### config.mk
export PLATFORM = sky130hd
export DESIGN_NAME = pipeline_stall_controller
export DESIGN_NICKNAME = d
export VERILOG_FILES = /design/src/rtl/pipeline_stall_controller.sv
export SDC_FILE = /design/constraint.sdc
export NUM_CORES = 1
export LEC_CHECK = 0
export CAP_MARGIN = 20
export CORE_MARGIN = 1
export CORE_UTILIZATION = 41
export CTS_CLUSTER_SIZE = 25
export DETAILED_ROUTE_END_ITERATION = 8
export PLACE_DENSITY_LB_ADDON = 0.12
export SYNTH_ARGS = -nofsm -noshare
export SYNTH_HDL_FRONTEND = slang
export SYNTH_SLANG_ARGS = --single-unit
### constraint.sdc
create_clock -name clk -period 2.56 [get_ports clk]
set_clock_uncertainty 0.1 [all_clocks]
set_input_delay 0.512 -clock clk [delete_from_list [all_inputs] [get_ports clk]]
set_output_delay 0.512 -clock clk [all_outputs]
set_load 0.02 [all_outputs]
### src/rtl/pipeline_stall_controller.sv
// Pipeline stall/flush sequencer: data/instruction waitrequest, mult/div occupancy, sticky HALT.
// Optional STALL_COUNTER_EN adds a saturating stall-cycle counter on stall_cycles.
module pipeline_stall_controller #(
  parameter int unsigned MULDIV_CYCLES = 4,
  parameter int unsigned CNT_W         = 5
) (
  input  logic        clk,
  input  logic        reset,
  input  logic        instr_read_req,
  input  logic        instr_waitrequest,
  input  logic        data_read_req,
  input  logic        data_write_req,
  input  logic        data_waitrequest,
  input  logic        muldiv_start_execute,
  input  logic        HALT_writeback,
  output logic        stall_fetch,
  output logic        stall_decode,
  output logic        stall_execute,
  output logic        stall_memory,
  output logic        flush_decode_execute,
  output logic        flush_memory_writeback,
  output logic        muldiv_busy,
  output logic        muldiv_done,
  output logic        active,
  output logic [31:0] stall_cycles
);

  typedef enum logic [1:0] {
    RUN    = 2'd0,
    MULDIV = 2'd1,
    HALTED = 2'd2
  } state_t;

  localparam logic [CNT_W-1:0] CNT_LOAD = CNT_W'(MULDIV_CYCLES - 1);

  state_t           state, state_nxt;
  logic [CNT_W-1:0] cnt, cnt_nxt;
  logic             pend, pend_nxt;
  logic             done_nxt;
  logic             dwait, iwait;

  assign dwait = (data_read_req | data_write_req) & data_waitrequest;
  assign iwait = instr_read_req & instr_waitrequest;

  always_ff @(posedge clk or negedge reset) begin
    if (!reset) begin
      state       <= RUN;
      cnt         <= '0;
      pend        <= 1'b0;
      muldiv_done <= 1'b0;
      active      <= 1'b0;
    end else begin
      state       <= state_nxt;
      cnt         <= cnt_nxt;
      pend        <= pend_nxt;
      muldiv_done <= done_nxt;
      active      <= (state_nxt != HALTED);
    end
  end

  always_comb begin
    state_nxt              = state;
    cnt_nxt                = cnt;
    pend_nxt               = pend;
    done_nxt               = 1'b0;
    stall_fetch            = 1'b0;
    stall_decode           = 1'b0;
    stall_execute          = 1'b0;
    stall_memory           = 1'b0;
    flush_decode_execute   = 1'b0;
    flush_memory_writeback = 1'b0;
    muldiv_busy            = 1'b0;
    case (state)
      RUN: begin
        stall_fetch = iwait | dwait;
        if (dwait) begin
          stall_decode           = 1'b1;
          stall_execute          = 1'b1;
          stall_memory           = 1'b1;
          flush_memory_writeback = 1'b1;
        end
        // A start seen under dwait is remembered so it is taken once the data bus frees.
        if (HALT_writeback) begin
          state_nxt = HALTED;
          pend_nxt  = 1'b0;
        end else if (dwait) begin
          pend_nxt = pend | muldiv_start_execute;
        end else if (muldiv_start_execute | pend) begin
          state_nxt = MULDIV;
          cnt_nxt   = CNT_LOAD;
          pend_nxt  = 1'b0;
        end
      end
      MULDIV: begin
        muldiv_busy   = 1'b1;
        stall_fetch   = 1'b1;
        stall_decode  = 1'b1;
        stall_execute = 1'b1;
        if (dwait) begin
          stall_memory           = 1'b1;
          flush_memory_writeback = 1'b1;
        end
        cnt_nxt = (cnt != '0) ? cnt - 1'b1 : '0;
        if (HALT_writeback) begin
          state_nxt = HALTED;
          cnt_nxt   = '0;
        end else if (cnt == '0) begin
          state_nxt = RUN;
          done_nxt  = 1'b1;
        end
      end
      HALTED: begin
        stall_fetch            = 1'b1;
        stall_decode           = 1'b1;
        stall_execute          = 1'b1;
        stall_memory           = 1'b1;
        flush_memory_writeback = 1'b1;
      end
      default: state_nxt = RUN;
    endcase
    if (!reset) begin
      stall_fetch            = 1'b0;
      stall_decode           = 1'b0;
      stall_execute          = 1'b0;
      stall_memory           = 1'b0;
      flush_decode_execute   = 1'b0;
      flush_memory_writeback = 1'b0;
      muldiv_busy            = 1'b0;
    end
  end

`ifdef STALL_COUNTER_EN
  logic [31:0] stall_cnt;

  always_ff @(posedge clk or negedge reset) begin
    if (!reset) begin
      stall_cnt <= '0;
    end else if (stall_fetch && state != HALTED && stall_cnt != '1) begin
      stall_cnt <= stall_cnt + 32'd1;
    end
  end

  assign stall_cycles = stall_cnt;
`else
  assign stall_cycles = '0;
`endif

endmodule

==> impl_metrics.yaml <==
synthesis:
  synthCells: 105
  synth-warning-count: 0
  netlist_area_um2: 891
  syn_avg_cell_area_um2: 8.48
  ys_ff_latch: 10
  synth.distinct_cells: 25
  synth-seq-area-share: 0.281
place:
  numPortBuffers: 16
  gp_congestion: 0.778
  dp_cells: 151
  hpwl_um: 1250
worst_setup_path:
  end_kind: "output pin"
  crit_path_max_fanout: 5
  cpLargestDelayFamily: "buffers and inverters"
  cpMaxStageDelayCell: "clkdlybuf4s50_1"
  max_stage_delay_ns: 0.59
  worstPathCellList: "clkdlybuf4s50_1 -> and2_1 -> clkdlybuf4s50_1"
  ff2ff_path_depth: 6
  path_buf_inv: 2
  path_common_cell: "clkdlybuf4s50_1"
  required_ns: 1.95
  worstPathArrival_ns: 1.80
  crit_type: "in2out"
  ff2ff_setup_slack_ns: 0.70
  start_kind: "input port"
  r2r-end: "cnt[0]$_DFFE_PN0P_"
  r2r_start: "cnt[0]$_DFFE_PN0P_"
  path_depth: 3
clocking:
  cts-root-buf: "clkbuf_4"
  clk_latency_ns: 0.26
  clk_pin_slew_worst_paths_ns: 0.06
  cts.htree.levels: 1
  cts_buffers: 3
  cts_tree: "built"
  hold_buffers: 0
  clock_sinks: 10
  cts_buffer_depth: 2
job:
  max_cap_viol_count: 0
sta:
  fin_crit_ns: 2.41
  finalHoldViolCount: 0
  period_share: 0.941
  setup_violations: 0
  hold_ws_ns: 0.411
  max_freq_ghz: 0.415
  totalNegativeSetupSlack_ns: 0
  rsz0062_at_grt: "no"
  report.final.slew_viol_count: 0
die:
  die_area_mm2: 0.00236
  ioPinCount: 50
  core-area_mm2: 0.00200
  start_util: 0.445
  die_w_um: 48.6
  row_count: 16
  die_h_um: 48.6
global_routing:
  antenna_found_initial: 0
  grt_overflow_total: 0
  grt_max_degree: 8
  track_usage: 0.147
  grt_pass1_wl_um: 2630
  grt_pass1_vias: 589
power:
  p_per_area_mw_per_mm2: 875
  peakVddDrop_v: 0.000570
  p_leak_uw: 0.000510
final_layout:
  final_cells: 155
  n_antenna_cell: 0
  area.growth.synth_to_final_pct: 14.5
  drive_gt1_frac: 0.102
  fin_util: 0.509
  layout.nets: 143
run_status:
  outcome: "finished clean"
routing:
  vias_per_cell: 4.43
  ant_nets: 0
  vias: 686
  firstDrtPassIters: 4
  drc_errors: 0
  drt-total-wl_um: 1560
  wire_per_inst_um: 10.1
  drt_iter0_drc: 27
worst_hold_path:
  hp-start: "pend$_DFFE_PN0P_"
  whs_path_depth: 2
  holdPathEnd: "pend$_DFFE_PN0P_"
  hold_path_class: "reg2reg"
==> cell type report <==
class	count	area, um^2
Clock buffer	4	36.3
Fill cell	208	982
Inverter	6	22.5
Multi-Input combinational cell	86	478
Sequential cell	10	250
Tap cell	27	33.8
Timing Repair Buffer	22	199
==> power by group <==
group	internal [uW]	total, uW	switching (uW)
combinational	210	517	307
sequential	204	237	33.6
clock	86.3	138	51.8
total	500	892	392
==> cells in the mapped netlist <==
cell type	n	area share
o21ai_0	4	0.022
o311ai_0	1	0.0098
or4b_4	1	0.015
o21a_1	2	0.017
nor3_1	3	0.017
nor2_1	8	0.034
buf_4	35	0.29
nand3_1	1	0.0056
a21boi_0	1	0.0084
nand2_1	4	0.017
a311oi_1	1	0.0098
a221o_1	1	0.011
nand3_2	1	0.011
and2_1	3	0.021
nand2b_1	6	0.042
nor4b_1	1	0.0098
inv_1	6	0.025
o2bb2ai_1	2	0.020
a21oi_1	5	0.028
ha_1	5	0.070
o31ai_1	1	0.0084
conb_1	1	0.0042
dfrtp_1	10	0.28
o32ai_1	1	0.0098
o22ai_1	1	0.0070
==> placed cells by master (no fill, tap or decap), types with 2 or more instances in the layout <==
master            n
conb_1           33
clkdlybuf4s50_1  11
dfrtp_1          10
nor2_1            8
inv_1             6
nand2b_1          6
buf_4             6
a21oi_1           5
dlygate4sd2_1     5
nand2_1           4
o21ai_0           4
ha_1              4
nor3_1            3
and2_1            3
clkbuf_4          3
o21a_1            2
o2bb2ai_1         2
==> through the flow <==
step           power [uW]  area (um^2)  setup slack [ns]
6_report              892         1020             0.152
4_1_cts               899         1020             0.139
5_1_grt               963         1020            0.0838
3_5_place_dp          777          987           -0.0609
2_1_floorplan         635         1010             0.579
3_3_place_gp          766          987           -0.0407
==> flip-flops by register name (all words and copies together), names as in the netlist <==
register	flops
pend	1
state	2
muldiv_done	1
active	1
cnt	5
==> cells by family after synthesis <==
family                     share of synthesized area
and+or+nand+nor                                0.173
adders and majority gates                     0.0702
other                                        0.00421
buffers and inverters                          0.320
DFF                                            0.281
AOI/OAI and AO/OA                              0.152
==> worst max-delay path by stage <==
stage | start | endpoint | slack [ns]
floorplan | state[1]$_DFF_PN0_ | stall_execute | 0.58
global placement | data_write_req | stall_memory | -0.04
detailed placement | data_write_req | stall_memory | -0.06
CTS | reset | muldiv_busy | 0.14
global route | reset | muldiv_busy | 0.08
finish | reset | muldiv_busy | 0.15
==> worst min-delay path, stage by stage, from the launching register on <==
cell and delay [ns]:
dfrtp_1 0.35, a21oi_1 0.04, nor2_1 0.08
==> routing by layer <==
metal | wire [um] | up-vias | track usage
li1 | - | 331 | -
met1 | 636 | 312 | 0.164
met2 | 758 | 36 | 0.236
met3 | 125 | 7 | 0.0755
met4 | 38 | 0 | 0.0588
met5 | 0 | - | 0
==> timing repair <==
action | 4_1_cts | 5_1_grt
endpoints found under the hold margin | 0 | 0
gates resized for setup | 6 | 0
endpoints found under the setup margin | 5 | 0
setup buffers | 0 | 0
No activity file was read; power rests on OpenSTA's default activity.
